File: config.mk
export PLATFORM = sky130hd
export DESIGN_NAME = spi_master_core
export DESIGN_NICKNAME = d
export VERILOG_FILES = /design/src/rtl/spi_master_core.sv
export SDC_FILE = /design/constraint.sdc
export NUM_CORES = 1
export LEC_CHECK = 0
export CAP_MARGIN = 10
export CORE_ASPECT_RATIO = 1.2
export CORE_MARGIN = 2
export CORE_UTILIZATION = 62
export CTS_CLUSTER_SIZE = 20
export DETAILED_ROUTE_END_ITERATION = 7
export DONT_BUFFER_PORTS = 1
export PLACE_DENSITY = 0.74
export SETUP_SLACK_MARGIN = 0.3
export SYNTH_ARGS = -nofsm -noshare
export SYNTH_HDL_FRONTEND = slang
export SYNTH_SLANG_ARGS = --single-unit
File: constraint.sdc
create_clock -name sys_clk -period 2.55 [get_ports sys_clk]
set_input_delay 0.51 -clock sys_clk [delete_from_list [all_inputs] [get_ports sys_clk]]
set_output_delay 0.51 -clock sys_clk [all_outputs]
set_load 0.02 [all_outputs]
File: src/rtl/spi_master_core.sv
// SPI mode-0 initiator: 8-bit full-duplex frames, multi-byte transactions framed by spi_tx_last.
// Define SPI_MASTER_LSB_FIRST_EN to shift LSB first; the default build shifts MSB first.
`timescale 1ns/1ps
module spi_master_core #(
    parameter int CLK_DIV  = 4,
    parameter int CS_SETUP = 4,
    parameter int CS_HOLD  = 4,
    parameter int CS_IDLE  = 8
) (
    input  logic       sys_clk,
    input  logic       rst_n,
    input  logic [7:0] spi_tx_byte,
    input  logic       spi_tx_last,
    input  logic       spi_tx_valid,
    output logic       spi_tx_ready,
    output logic [7:0] spi_dat_recv,
    output logic       spi_dat_recv_dval,
    output logic       spi_busy,
    output logic       spi_clk,
    output logic       spi_ncs,
    output logic       spi_mosi,
    input  logic       spi_miso
);

`ifdef SPI_MASTER_LSB_FIRST_EN
    localparam bit LSB_FIRST = 1'b1;
`else
    localparam bit LSB_FIRST = 1'b0;
`endif

    localparam int MAX_A   = (CLK_DIV > CS_SETUP) ? CLK_DIV : CS_SETUP;
    localparam int MAX_B   = (CS_HOLD > CS_IDLE) ? CS_HOLD : CS_IDLE;
    localparam int CNT_MAX = (MAX_A > MAX_B) ? MAX_A : MAX_B;
    localparam int CNT_W   = $clog2(CNT_MAX + 1);

    localparam logic [CNT_W-1:0] DIV_LAST   = CNT_W'(CLK_DIV - 1);
    localparam logic [CNT_W-1:0] SMP_AT     = CNT_W'(CLK_DIV - 2);
    localparam logic [CNT_W-1:0] SETUP_LAST = CNT_W'(CS_SETUP - 1);
    localparam logic [CNT_W-1:0] HOLD_LAST  = CNT_W'(CS_HOLD - 1);
    localparam logic [CNT_W-1:0] IDLE_LAST  = CNT_W'(CS_IDLE - 1);

    localparam logic [2:0] ST_IDLE  = 3'd0;
    localparam logic [2:0] ST_SETUP = 3'd1;
    localparam logic [2:0] ST_SHIFT = 3'd2;
    localparam logic [2:0] ST_NEXT  = 3'd3;
    localparam logic [2:0] ST_HOLD  = 3'd4;
    localparam logic [2:0] ST_GAP   = 3'd5;

    logic [2:0]       state;
    logic [CNT_W-1:0] cnt;
    logic [2:0]       bit_cnt;
    logic [7:0]       tx_sr;
    logic [7:0]       rx_sr;
    logic             last_q;
    logic             miso_meta;
    logic             miso_sync;

    logic             first_bit;
    logic             next_bit;
    logic [7:0]       tx_shifted;
    logic [7:0]       rx_next;
    logic             accept;

    assign accept = spi_tx_ready && spi_tx_valid;

    // tx_sr always holds the bit currently on spi_mosi at the end nearest the wire.
    always_comb begin
        if (LSB_FIRST) begin
            first_bit  = spi_tx_byte[0];
            tx_shifted = {1'b0, tx_sr[7:1]};
            next_bit   = tx_sr[1];
            rx_next    = {miso_sync, rx_sr[7:1]};
        end else begin
            first_bit  = spi_tx_byte[7];
            tx_shifted = {tx_sr[6:0], 1'b0};
            next_bit   = tx_sr[6];
            rx_next    = {rx_sr[6:0], miso_sync};
        end
    end

    // NOTE: every register below uses non-blocking assignment so all flops see pre-edge values.
    always_ff @(posedge sys_clk) begin
        if (!rst_n) begin
            state             <= ST_IDLE;
            cnt               <= '0;
            bit_cnt           <= '0;
            tx_sr             <= '0;
            rx_sr             <= '0;
            last_q            <= 1'b0;
            miso_meta         <= 1'b0;
            miso_sync         <= 1'b0;
            spi_tx_ready      <= 1'b0;
            spi_dat_recv      <= '0;
            spi_dat_recv_dval <= 1'b0;
            spi_busy          <= 1'b0;
            spi_clk           <= 1'b0;
            spi_ncs           <= 1'b1;
            spi_mosi          <= 1'b0;
        end else begin
            miso_meta         <= spi_miso;
            miso_sync         <= miso_meta;
            spi_dat_recv_dval <= 1'b0;

            case (state)
                ST_IDLE: begin
                    if (accept) begin
                        tx_sr        <= spi_tx_byte;
                        last_q       <= spi_tx_last;
                        spi_mosi     <= first_bit;
                        spi_ncs      <= 1'b0;
                        spi_busy     <= 1'b1;
                        spi_tx_ready <= 1'b0;
                        cnt          <= '0;
                        state        <= ST_SETUP;
                    end else begin
                        spi_tx_ready <= 1'b1;
                    end
                end

                ST_SETUP: begin
                    if (cnt == SETUP_LAST) begin
                        cnt     <= '0;
                        bit_cnt <= '0;
                        state   <= ST_SHIFT;
                    end else begin
                        cnt <= cnt + CNT_W'(1);
                    end
                end

                ST_SHIFT: begin
                    // Sample late in the high phase to absorb the two-flop miso synchroniser.
                    if (spi_clk && (cnt == SMP_AT)) begin
                        rx_sr <= rx_next;
                    end
                    if (cnt == DIV_LAST) begin
                        cnt <= '0;
                        if (!spi_clk) begin
                            spi_clk <= 1'b1;
                        end else begin
                            spi_clk <= 1'b0;
                            if (bit_cnt == 3'd7) begin
                                spi_dat_recv      <= rx_sr;
                                spi_dat_recv_dval <= 1'b1;
                                state             <= last_q ? ST_HOLD : ST_NEXT;
                            end else begin
                                bit_cnt  <= bit_cnt + 3'd1;
                                tx_sr    <= tx_shifted;
                                spi_mosi <= next_bit;
                            end
                        end
                    end else begin
                        cnt <= cnt + CNT_W'(1);
                    end
                end

                ST_NEXT: begin
                    // Ready rises one cycle after dval, so an accept never lands on the dval cycle.
                    if (accept) begin
                        tx_sr        <= spi_tx_byte;
                        last_q       <= spi_tx_last;
                        spi_mosi     <= first_bit;
                        spi_tx_ready <= 1'b0;
                        cnt          <= '0;
                        bit_cnt      <= '0;
                        state        <= ST_SHIFT;
                    end else begin
                        spi_tx_ready <= 1'b1;
                    end
                end

                ST_HOLD: begin
                    if (cnt == HOLD_LAST) begin
                        cnt      <= '0;
                        spi_ncs  <= 1'b1;
                        spi_mosi <= 1'b0;
                        state    <= ST_GAP;
                    end else begin
                        cnt <= cnt + CNT_W'(1);
                    end
                end

                ST_GAP: begin
                    if (cnt == IDLE_LAST) begin
                        cnt      <= '0;
                        spi_busy <= 1'b0;
                        state    <= ST_IDLE;
                    end else begin
                        cnt <= cnt + CNT_W'(1);
                    end
                end

                default: begin
                    state <= ST_IDLE;
                end
            endcase
        end
    end

endmodule
Yosys cells after proc, flatten, opt, wreduce, memory -nomap -nowiden
Index checks and enable logic that the tools add are counted.
Widths: inputs -> output; s select.
Storage, ports and cells
  output and inout bits: 14
  flip-flop bits (word level): 42
  RAM bits: 0
  memories kept: 0
  ROM bits: 0
  bits in latches: 0
  input bits: 13
Cells by class
  div/mod/pow operators: 0
  add/sub/neg operators: 2
  $mul: 0
  magnitude comparators: 0
  shift operators: 0
  bitwise operators: 0
  equality and inequality tests: 19
  reductions and logical operators: 23
  muxes and demuxes: 40
Operators with widths (number)
  $mux 3: 14
  $mux 7: 4
  $ne 2x2->1 const B: 9
  $pmux 3 s6: 1
  $pmux 7 s2: 1
  $mux 1: 12
  $mux 4: 3
  $pmux 4 s3: 1
  $reduce_and 6->1: 2
  $eq 3x3->1 const B: 3
  $pmux 3 s3: 1
  $reduce_bool 3->1: 3
  $eq 4x2->1 const B: 2
  $reduce_and 2->1: 4
  $reduce_and 4->1: 2
  $reduce_and 8->1: 1
  $eq 3x2->1 const B: 2
  $reduce_and 3->1: 2
  $reduce_bool 2->1: 3
  $reduce_and 5->1: 1
  $add 4x1->4 const B: 1
  $eq 4x3->1 const B: 1
  $pmux 1 s2: 2
  $add 3x1->3 const B: 1
  other kinds (7): 8

Logic depth before layout (Yosys ltp)
Gate-level depths: netlist (run 1).
  word-level depth: 5
  mapped depth: 7
  gate-level depth less buffers: 6

Least setup slack after synthesis (run 1)
No wires, ideal clock.
  path type: reg-to-reg
  start: register cnt[1]
  end: register tx_sr[1]
  data arrival time: 1.802 ns
  slack: 0.627 ns
  required time: 2.428 ns
  buffers on the path: 2
  period minus slack after synthesis: 1.923 ns
  stages on the path, launching flop included: 7
  cells stage by stage: dfxtp_1 ha_1 or3b_1 buf_6 o221a_4 buf_6 o311a_1
On the way
  cells in the longest elaborated chain, start to end: 3
Ends and longest elaborated chain
  start, declared: line 50  | logic [CNT_W-1:0] cnt;
  start signal, assigned: line 126  | cnt <= cnt + CNT_W'(1);
  start signal, assigned: line 152  | cnt <= cnt + CNT_W'(1);
  start signal, assigned: line 178  | cnt <= cnt + CNT_W'(1);
  $eq 4x2->1: line 135  | if (cnt == DIV_LAST) begin
  $ne 2x2->1 (no line)
  $reduce_and 5->1 (no line)
  end signal, assigned: line 107  | tx_sr <= spi_tx_byte;
  end signal, assigned: line 147  | tx_sr <= tx_shifted;
  end signal, assigned: line 159  | tx_sr <= spi_tx_byte;
  end, declared: line 52  | logic [7:0] tx_sr;
No other way between the ends.
A chain may end at the register's enable or synchronous reset.

Worst setup path after layout (run 1)
  start: register cnt[1]
  end: register state[1]
On the way
  cells in the longest elaborated chain, start to end: 3
  elaborated cells between the ends (all ways): 7
Ends and longest elaborated chain
  $eq 4x2->1 / $eq 4x3->1 (equally long branches)
  $ne 2x2->1 (no line)
  $reduce_and 8->1 (no line) (*)
  end signal, assigned: line 144  | state <= last_q ? ST_HOLD : ST_NEXT;
  end, declared: line 49  | logic [2:0] state;
Mark *: on every way between the ends. The rest lies on a longest branch, timed or not.

==> flow_metrics.env, run 1 <==
export IMPL_status="finished clean"
export IMPL_placement_io_buffers=0
export IMPL_syn_area_per_cell_um2=9.14
export IMPL_crit_type="flip-flop to flip-flop"
export IMPL_ir_worst_vdd_v=0.000696
export IMPL_routed_wl_um=4360
export IMPL_first_iter_violations=118
export IMPL_drive_gt1_frac=0.117
export IMPL_cp_num_buf_inv=0
export IMPL_worst_pin_slew_ns=0.824
export IMPL_instances_no_fill=267
export IMPL_yosysUniqueCellTypes=51
export IMPL_yosysTopAreaCellShare=0.392
export IMPL_start_util=0.643
export IMPL_clk_latency_ns=0.29
export IMPL_path_max_fanout=8
export IMPL_yosys_register_bits=42
export IMPL_track_usage=0.238
export IMPL_p_total_mw=1.94
export IMPL_finish_utilization=0.669
export IMPL_syn_area_mm2=0.00215
export IMPL_dp_cells=259
export IMPL_syn_num_nets=252
export IMPL_htree_levels=2
export IMPL_routedWlPerCell_um=16.3
export IMPL_hold_violations=0
export IMPL_cts_buffers=5
export IMPL_drc=0
export IMPL_crit_slowest_cell="or3b_4"
export IMPL_skew_ns=0.00403
export IMPL_grt_pass1_vias=1597
export IMPL_hold_path_class="input pin to flip-flop"
export IMPL_setup_viol=0
export IMPL_die_y_um=68.5
export IMPL_cts_max_path_buffers=2
export IMPL_critPathLaunchType="flip-flop"
export IMPL_gp_congestion=0.865
export IMPL_cts_clk_slew_worst_paths_ns=0.08
export IMPL_tns_ns=0
export IMPL_ys_seq_area_frac=0.392
export IMPL_root_buffer="clkbuf_8"
export IMPL_timing_final_ws_setup_ns=0.465
export IMPL_synth_edff_count=0
export IMPL_ys_flop_type="dfxtp_1"
export IMPL_rows=23
export IMPL_die_x_um=57.7
export IMPL_slowest_delay_ns=0.46
export IMPL_endpoint_kind="flip-flop"
export IMPL_cts_tree="built"
export IMPL_dp_hpwl_um=3010
export IMPL_p_per_area_mw_per_mm2=870
export IMPL_dieArea_mm2=0.00395
export IMPL_drt_pass1_iterations=5
export IMPL_post_route_period_util=0.817
export IMPL_cp_arrival_ns=2.27
export IMPL_ys_warn_count=0
export IMPL_drv_slew=0
export IMPL_clock_fmax_mhz=480
export IMPL_synthCells=235
export IMPL_power_leakage_nw=0.854
export IMPL_yosys_area_top_type="dfxtp_1"
export IMPL_antenna_found_initial=0
export IMPL_ios=27
export IMPL_area_growth_pct=3.96
export IMPL_viasPerCell=6.52
export IMPL_grt_pass1_wl_um=7180
export IMPL_cp_top_family="compound AO/OA/AOI/OAI gates"
export IMPL_grt_remaining_overflow=0
export IMPL_vias=1740
export IMPL_rsz0062_at_grt="false"
export IMPL_placed_area_mm2=0.00213
export IMPL_fin_area_mm2=0.00223
export IMPL_maxCapViolCount=0
export IMPL_fp_coreArea_mm2=0.00334
export IMPL_ys_async_sr_fraction=0
export IMPL_antenna_cells=0
export IMPL_clkSinkCount=42
export IMPL_fin_nets=246
export IMPL_maxSlewHeadroom=0.447
export IMPL_yosys_top_cells_area="dfxtp_1, mux2i_1, nor2_1"
export IMPL_timing_hold_ws_ns=0.296
export IMPL_dpl_worst_slack_ns=0.236
export IMPL_fin_crit_ns=2.08
export IMPL_grt_max_degree=29
export IMPL_ant_nets=0
export IMPL_crit_required_ns=2.74
export IMPL_cp_cell_sequence="ha_2 > or3b_4 > a32oi_1 > nand3_1 > a32o_1"
## cell usage after synthesis (all sizes together) (3+ instances only)
master	n
nor3b	4
o311a	7
nor2	29
clkbuf	9
inv	6
a21oi	10
dfxtp	42
nand2	12
xor2	3
and2	4
buf	8
ha	4
nand3b	6
o21ai	11
mux2i	21
o21bai	5
nand3	6
mux2	6
a31oi	3
nor3	6
## where the power goes
part | switching, mW | total, mW | internal [mW]
logic | 0.339 | 0.632 | 0.293
registers | 0.109 | 0.854 | 0.745
clock network | 0.231 | 0.455 | 0.224
## cells in the final DEF (no fill, tap or decap), drive strengths merged, types with 5 or more instances in the layout
cell,count
nor3,6
mux2i,21
nor2,29
nand2,12
o21bai,5
mux2,6
o311a,7
a21oi,10
dfxtp,42
o21ai,11
nand3b,6
clkbuf,7
nand3,6
inv,7
## layer usage
| metal | global-route usage | up-vias | part of all wire |
|---|---|---|---|
| li1 | - | 851 | - |
| met1 | 0.290 | 822 | 0.43 |
| met2 | 0.392 | 54 | 0.48 |
| met3 | 0.0624 | 13 | 0.064 |
| met4 | 0.110 | 0 | 0.024 |
| met5 | 0 | - | 0 |
## cell type report
class | instances | area (um2)
tap | 37 | 46.3
inverter | 6 | 22.5
clock inverter | 1 | 8.76
sequential | 42 | 842
fill | 289 | 1110
timing repair buffer | 4 | 30.0
clock buffer | 7 | 86.3
multi-input combinational | 170 | 1200
## state kept, by name, indices dropped and copies added, names as in the netlist, 3 cells and up
signal        flops
cnt               4
tx_sr             7
rx_sr             8
bit_cnt           3
state             3
spi_dat_recv      8
## what timing repair did
action                     in CTS  in global routing
setup endpoints to repair       1                 16
setup buffers                   0                  0
resized for setup               1                  4
hold buffers                    0                  0
## worst register-to-register path: cells and delay by family, from the launching register on
family | cells | cell delay [ns]
adder cells (fa/ha/maj) | 1 | 0.30
AO/OA/AOI/OAI | 2 | 0.66
AND/OR/NAND/NOR | 2 | 0.60
flip-flops | 1 | 0.43
## worst paths after layout
kind / startpoint / endpoint / slack (ns) / depth (start not counted)
max: cnt[1]$_SDFFE_PN0P_ / state[1]$_SDFFE_PN0P_ / 0.47 / 5
min: rst_n / spi_ncs$_SDFFE_PN1P_ / 0.30 / 1
max reg2reg: cnt[1]$_SDFFE_PN0P_ / state[1]$_SDFFE_PN0P_ / 0.47 / 5
min reg2reg: miso_meta$_SDFF_PN0_ / miso_sync$_SDFF_PN0_ / 0.44 / 1
## cells by family after synthesis
| kind of cell | Yosys count | synth area share |
|---|---|---|
| simple gates | 82 | 0.201 |
| compound gates | 54 | 0.188 |
| flops | 42 | 0.392 |
| mux | 27 | 0.129 |
| buf+inv | 23 | 0.0548 |
| fa+ha+maj | 4 | 0.0233 |
| xor+xnor | 3 | 0.0122 |
No activity file was read; power rests on OpenSTA's default activity.
==> run 2: changes to the inputs <==
Clock period 2.55 ns to 2.12 ns, I/O delays scaled along.
==> run 2 against run 1 <==
Compared with the run above:
- sequential cell count is the same
- clock power grew 38%
- sequential power grew 18%
- critical endpoint is now cnt[3]$_SDFFE_PN0P_
- largest cell class unchanged
- highest routed layer unchanged
==> flow_metrics.env, run 2 (synthesis gave the netlist of run 1 again) <==
export IMPL_antenna_found_initial=0
export IMPL_status="finished clean"
export IMPL_p_total_mw=2.53
export IMPL_timing_final_ws_setup_ns=0.261
export IMPL_track_usage=0.254
export IMPL_post_route_period_util=0.877
export IMPL_viasPerCell=6.59
export IMPL_crit_type="flip-flop to flip-flop"
export IMPL_layout_commonest_cell="dfxtp_1"
export IMPL_fin_crit_ns=1.86
export IMPL_dp_cells=262
export IMPL_area_growth_pct=12.2
export IMPL_ios=27
export IMPL_fp_coreArea_mm2=0.00334
export IMPL_endpoint_kind="flip-flop"
export IMPL_crit_required_ns=2.36
export IMPL_fin_nets=253
export IMPL_worst_pin_slew_ns=0.515
export IMPL_first_iter_violations=98
export IMPL_cp_arrival_ns=2.10
export IMPL_cts_tree="built"
export IMPL_skew_ns=0.00365
export IMPL_routedWlPerCell_um=17.4
export IMPL_fin_area_mm2=0.00241
export IMPL_ir_worst_vdd_v=0.000927
export IMPL_dp_hpwl_um=3200
export IMPL_drc=0
export IMPL_start_util=0.643
export IMPL_grt_max_degree=29
export IMPL_setup_viol=0
export IMPL_timing_hold_ws_ns=0.216
export IMPL_cts_buffers=5
export IMPL_antenna_cells=0
export IMPL_layout_common_cells="dfxtp_1, nor2_1, mux2i_1, nand2_1"
export IMPL_tns_ns=0
export IMPL_gp_congestion=0.812
export IMPL_cts_clk_slew_worst_paths_ns=0.08
export IMPL_hold_path_class="input pin to flip-flop"
export IMPL_dieArea_mm2=0.00395
export IMPL_path_max_fanout=26
export IMPL_finish_utilization=0.722
export IMPL_rsz0062_at_grt="true"
export IMPL_maxSlewHeadroom=0.652
export IMPL_rows=23
export IMPL_clkSinkCount=42
export IMPL_grt_remaining_overflow=0
export IMPL_grt_pass1_vias=1658
export IMPL_die_y_um=68.5
export IMPL_drive_gt1_frac=0.190
export IMPL_drt_pass1_iterations=4
export IMPL_ant_nets=0
export IMPL_routed_wl_um=4750
export IMPL_clk_latency_ns=0.29
export IMPL_hold_violations=0
export IMPL_die_x_um=57.7
export IMPL_maxCapViolCount=0
export IMPL_dpl_worst_slack_ns=0.209
export IMPL_instances_no_fill=274
export IMPL_vias=1805
export IMPL_power_leakage_nw=0.893
export IMPL_cts_max_path_buffers=2
export IMPL_placement_io_buffers=0
export IMPL_reg_top3="rx_sr x8, spi_dat_recv x8, tx_sr x7"
export IMPL_p_per_area_mw_per_mm2=1050
export IMPL_clock_fmax_mhz=538
export IMPL_critPathLaunchType="flip-flop"
export IMPL_htree_levels=2
export IMPL_root_buffer="clkbuf_8"
export IMPL_drv_slew=0
export IMPL_grt_pass1_wl_um=7530
export IMPL_placed_area_mm2=0.00217
-- run 2: final timing paths --
check,cells past startpoint,startpoint,endpoint,slack [ns]
worst max-delay path,5,state[1]$_SDFFE_PN0P_,cnt[3]$_SDFFE_PN0P_,0.26
worst min register to register,1,miso_meta$_SDFF_PN0_,miso_sync$_SDFF_PN0_,0.44
worst min-delay path,1,rst_n,spi_ncs$_SDFFE_PN1P_,0.22
worst max register to register,5,state[1]$_SDFFE_PN0P_,cnt[3]$_SDFFE_PN0P_,0.26
-- run 2: timing repair --
action / in CTS / in global routing
setup buffers: 0 / 2
gates cloned: 0 / 2
endpoints found under the setup margin: 21 / 29
gates resized for setup: 4 / 16
hold buffers: 0 / 0
pin swaps: 0 / 5
-- run 2: critical path, cell delays in order (launching register included) --
cell and delay [ns]:
dfxtp_1 0.39, buf_6 0.24, xor2_2 0.25, o211ai_1 0.17
a2111oi_0 0.55, o31a_1 0.19
-- run 2: final cells by class --
| type | count | area (um2) |
|---|---|---|
| Clock buffer | 6 | 72.6 |
| Timing Repair Buffer | 9 | 75.1 |
| Multi-Input combinational cell | 172 | 1310 |
| Tap cell | 37 | 46.3 |
| Clock inverter | 2 | 36.3 |
| Inverter | 6 | 22.5 |
| Fill cell | 272 | 928 |
| Sequential cell | 42 | 850 |
-- run 2: report_power, final --
group | switching (mW) | internal, mW
sequential | 0.109 | 0.902
clock | 0.277 | 0.352
combinational | 0.483 | 0.408
total | 0.869 | 1.66
-- run 2: routing by layer --
layer  global-route usage  part of all wire
met5                    0                 0
met4                0.137             0.024
met3               0.0832             0.057
met2                0.409              0.50
met1                0.299              0.42
==> run 3: changes to the inputs <==
Settings changed: CORE_UTILIZATION 62 to 58, PLACE_DENSITY 0.74 to 0.7.
==> run 3 against run 2 <==
Compared with the run above:
- clock skew rose by 0.0031 ns
- worst hold slack got worse by 0.0065 ns
- non-clock buffer count did not move
- via count fell by 5.0%
- setup slack improved by 0.097 ns
- register-to-register slack improved by 0.097 ns
- maximum frequency rose by 5.5%
- critical path type unchanged
- critical endpoint is now tx_sr[4]$_SDFFE_PN0P_
==> flow_metrics.env, run 3 (synthesis gave the netlist of run 1 again) <==
export IMPL_status="finished clean"
export IMPL_htree_levels=2
export IMPL_cp_startpoint="bit_cnt[0]$_SDFFE_PN0P_"
export IMPL_p_sw_uw=839
export IMPL_crit_end="tx_sr[4]$_SDFFE_PN0P_"
export IMPL_gp_congestion=0.833
export IMPL_maxSlewHeadroom=0.678
export IMPL_reg2reg_from="bit_cnt[0]$_SDFFE_PN0P_"
export IMPL_path_max_fanout=13
export IMPL_first_iter_violations=65
export IMPL_crit_type="flip-flop to flip-flop"
export IMPL_cts_clk_slew_worst_paths_ns=0.08
export IMPL_vias=1714
export IMPL_rows=24
export IMPL_tns_ns=0
export IMPL_post_route_period_util=0.831
export IMPL_grt_pass1_vias=1652
export IMPL_cts_buffers=5
export IMPL_endpoint_kind="flip-flop"
export IMPL_r2r_setup_slack_ns=0.36
export IMPL_cp_arrival_ns=1.95
export IMPL_intPower_mw=1.54
export IMPL_viasPerCell=6.26
export IMPL_drt_pass1_iterations=4
export IMPL_maxCapViolCount=0
export IMPL_p_per_area_mw_per_mm2=1020
export IMPL_drv_slew=0
export IMPL_setup_viol=0
export IMPL_rsz0062_at_grt="true"
export IMPL_layout_commonest_cell="dfxtp_1"
export IMPL_placement_io_buffers=0
export IMPL_clkSinkCount=42
export IMPL_power_leakage_nw=0.884
export IMPL_routedWlPerCell_um=16.1
export IMPL_root_buffer="clkbuf_8"
export IMPL_grt_max_degree=29
export IMPL_clkPwrFrac=0.212
export IMPL_cts_tree="built"
export IMPL_hold_violations=0
export IMPL_fin_crit_ns=1.76
export IMPL_drive_gt1_frac=0.162
export IMPL_ant_nets=0
export IMPL_hold_path_class="input pin to flip-flop"
export IMPL_pwr_share_seq=0.423
export IMPL_start_util=0.596
export IMPL_finish_utilization=0.649
export IMPL_instances_no_fill=274
export IMPL_die_x_um=59.5
export IMPL_critPathLaunchType="flip-flop"
export IMPL_die_y_um=70.7
export IMPL_reg_top3="rx_sr x8, spi_dat_recv x8, tx_sr x7"
export IMPL_fp_coreArea_mm2=0.00360
export IMPL_worst_pin_slew_ns=0.479
export IMPL_p_comb_frac=0.365
export IMPL_swShare=0.353
export IMPL_crit_required_ns=2.31
export IMPL_grt_remaining_overflow=0
export IMPL_ir_worst_vdd_v=0.000728
export IMPL_reg2regPathDepth=5
export IMPL_dp_cells=264
export IMPL_antenna_cells=0
export IMPL_dpl_worst_slack_ns=0.216
export IMPL_clock_fmax_mhz=568
export IMPL_clk_latency_ns=0.30
export IMPL_dp_hpwl_um=3130
export IMPL_area_growth_pct=8.92
export IMPL_dieArea_mm2=0.00421
export IMPL_fin_nets=251
export IMPL_antenna_found_initial=0
export IMPL_r2r_end="tx_sr[4]$_SDFFE_PN0P_"
export IMPL_routed_wl_um=4400
export IMPL_timing_final_ws_setup_ns=0.358
export IMPL_track_usage=0.220
export IMPL_regArea_um2=850
export IMPL_cts_max_path_buffers=2
export IMPL_ios=27
export IMPL_layout_common_cells="dfxtp_1, nor2_1, mux2i_1, nand2_1"
export IMPL_skew_ns=0.00674
export IMPL_multi_input_area_mm2=0.00125
export IMPL_drc=0
export IMPL_grt_pass1_wl_um=7230
export IMPL_fillers=302
run 3: changes by cell type in the layout (fill, tap and decap cells not counted), sizes merged:
cell    delta
bufinv     -1
clkinv     +2
o221a      -1
or3b       -1
inv        -1
run 3: how the worst min path moves through the flow:
stage,start,to,slack [ns],depth (start not counted)
finish,rst_n,spi_ncs$_SDFFE_PN1P_,0.21,1
global route,rst_n,spi_ncs$_SDFFE_PN1P_,0.21,1
CTS,rst_n,spi_ncs$_SDFFE_PN1P_,0.21,1
detailed placement,miso_meta$_SDFF_PN0_,miso_sync$_SDFF_PN0_,0.43,1
global placement,miso_meta$_SDFF_PN0_,miso_sync$_SDFF_PN0_,0.42,1
floorplan,miso_meta$_SDFF_PN0_,miso_sync$_SDFF_PN0_,0.41,1
run 3: power by group through the flow:
stage / Sequential (mW) / Clock (mW) / Combinational (mW)
after floorplan: 0.997 / 0 / 0.676
after global placement: 1.01 / 0 / 0.797
after detailed placement: 1.02 / 0 / 0.817
after CTS: 0.999 / 0.516 / 0.833
after global routing: 1.02 / 0.556 / 0.954
final: 1.01 / 0.504 / 0.870
run 3: routing by layer:
| metal | vias up | share of wire | GRT usage |
|---|---|---|---|
| met1 | 809 | 0.42 | 0.272 |
| met5 | - | 0 | 0 |
| li1 | 856 | - | - |
| met3 | 10 | 0.052 | 0.0658 |
| met4 | 0 | 0.026 | 0.0889 |
| met2 | 39 | 0.50 | 0.352 |
run 3: timing repair:
item                       4_1_cts  5_1_grt
gates resized for setup          4        9
setup endpoints to repair       17       28
setup buffers                    0        2
pin swaps                        0        2
hold buffers                     0        0
run 3: per-stage QoR:
| stage | hold WS [ns] | power (mW) | cell area (um2) |
|---|---|---|---|
| 2_1_floorplan | 0.412 | 1.67 | 2160 |
| 3_3_place_gp | 0.418 | 1.81 | 2180 |
| 3_5_place_dp | 0.429 | 1.83 | 2180 |
| 4_1_cts | 0.205 | 2.35 | 2280 |
| 5_1_grt | 0.212 | 2.53 | 2340 |
| 6_report | 0.209 | 2.38 | 2340 |
run 3: area by class of cell:
cell class              instances  area share
repair buffers                  9      0.0358
multi-input cells             170       0.533
clock inverters                 2     0.00589
flip-flops and latches         42       0.363
well taps                      39      0.0209
inverters                       6     0.00963
clock buffers                   6      0.0310
run 3: critical path, stage by stage, from the launching register on:
cell and delay, ns:
dfxtp_1 0.33, ha_1 0.20, ha_1 0.19, nand3b_1 0.24, o221a_4 0.33, o311a_1 0.36
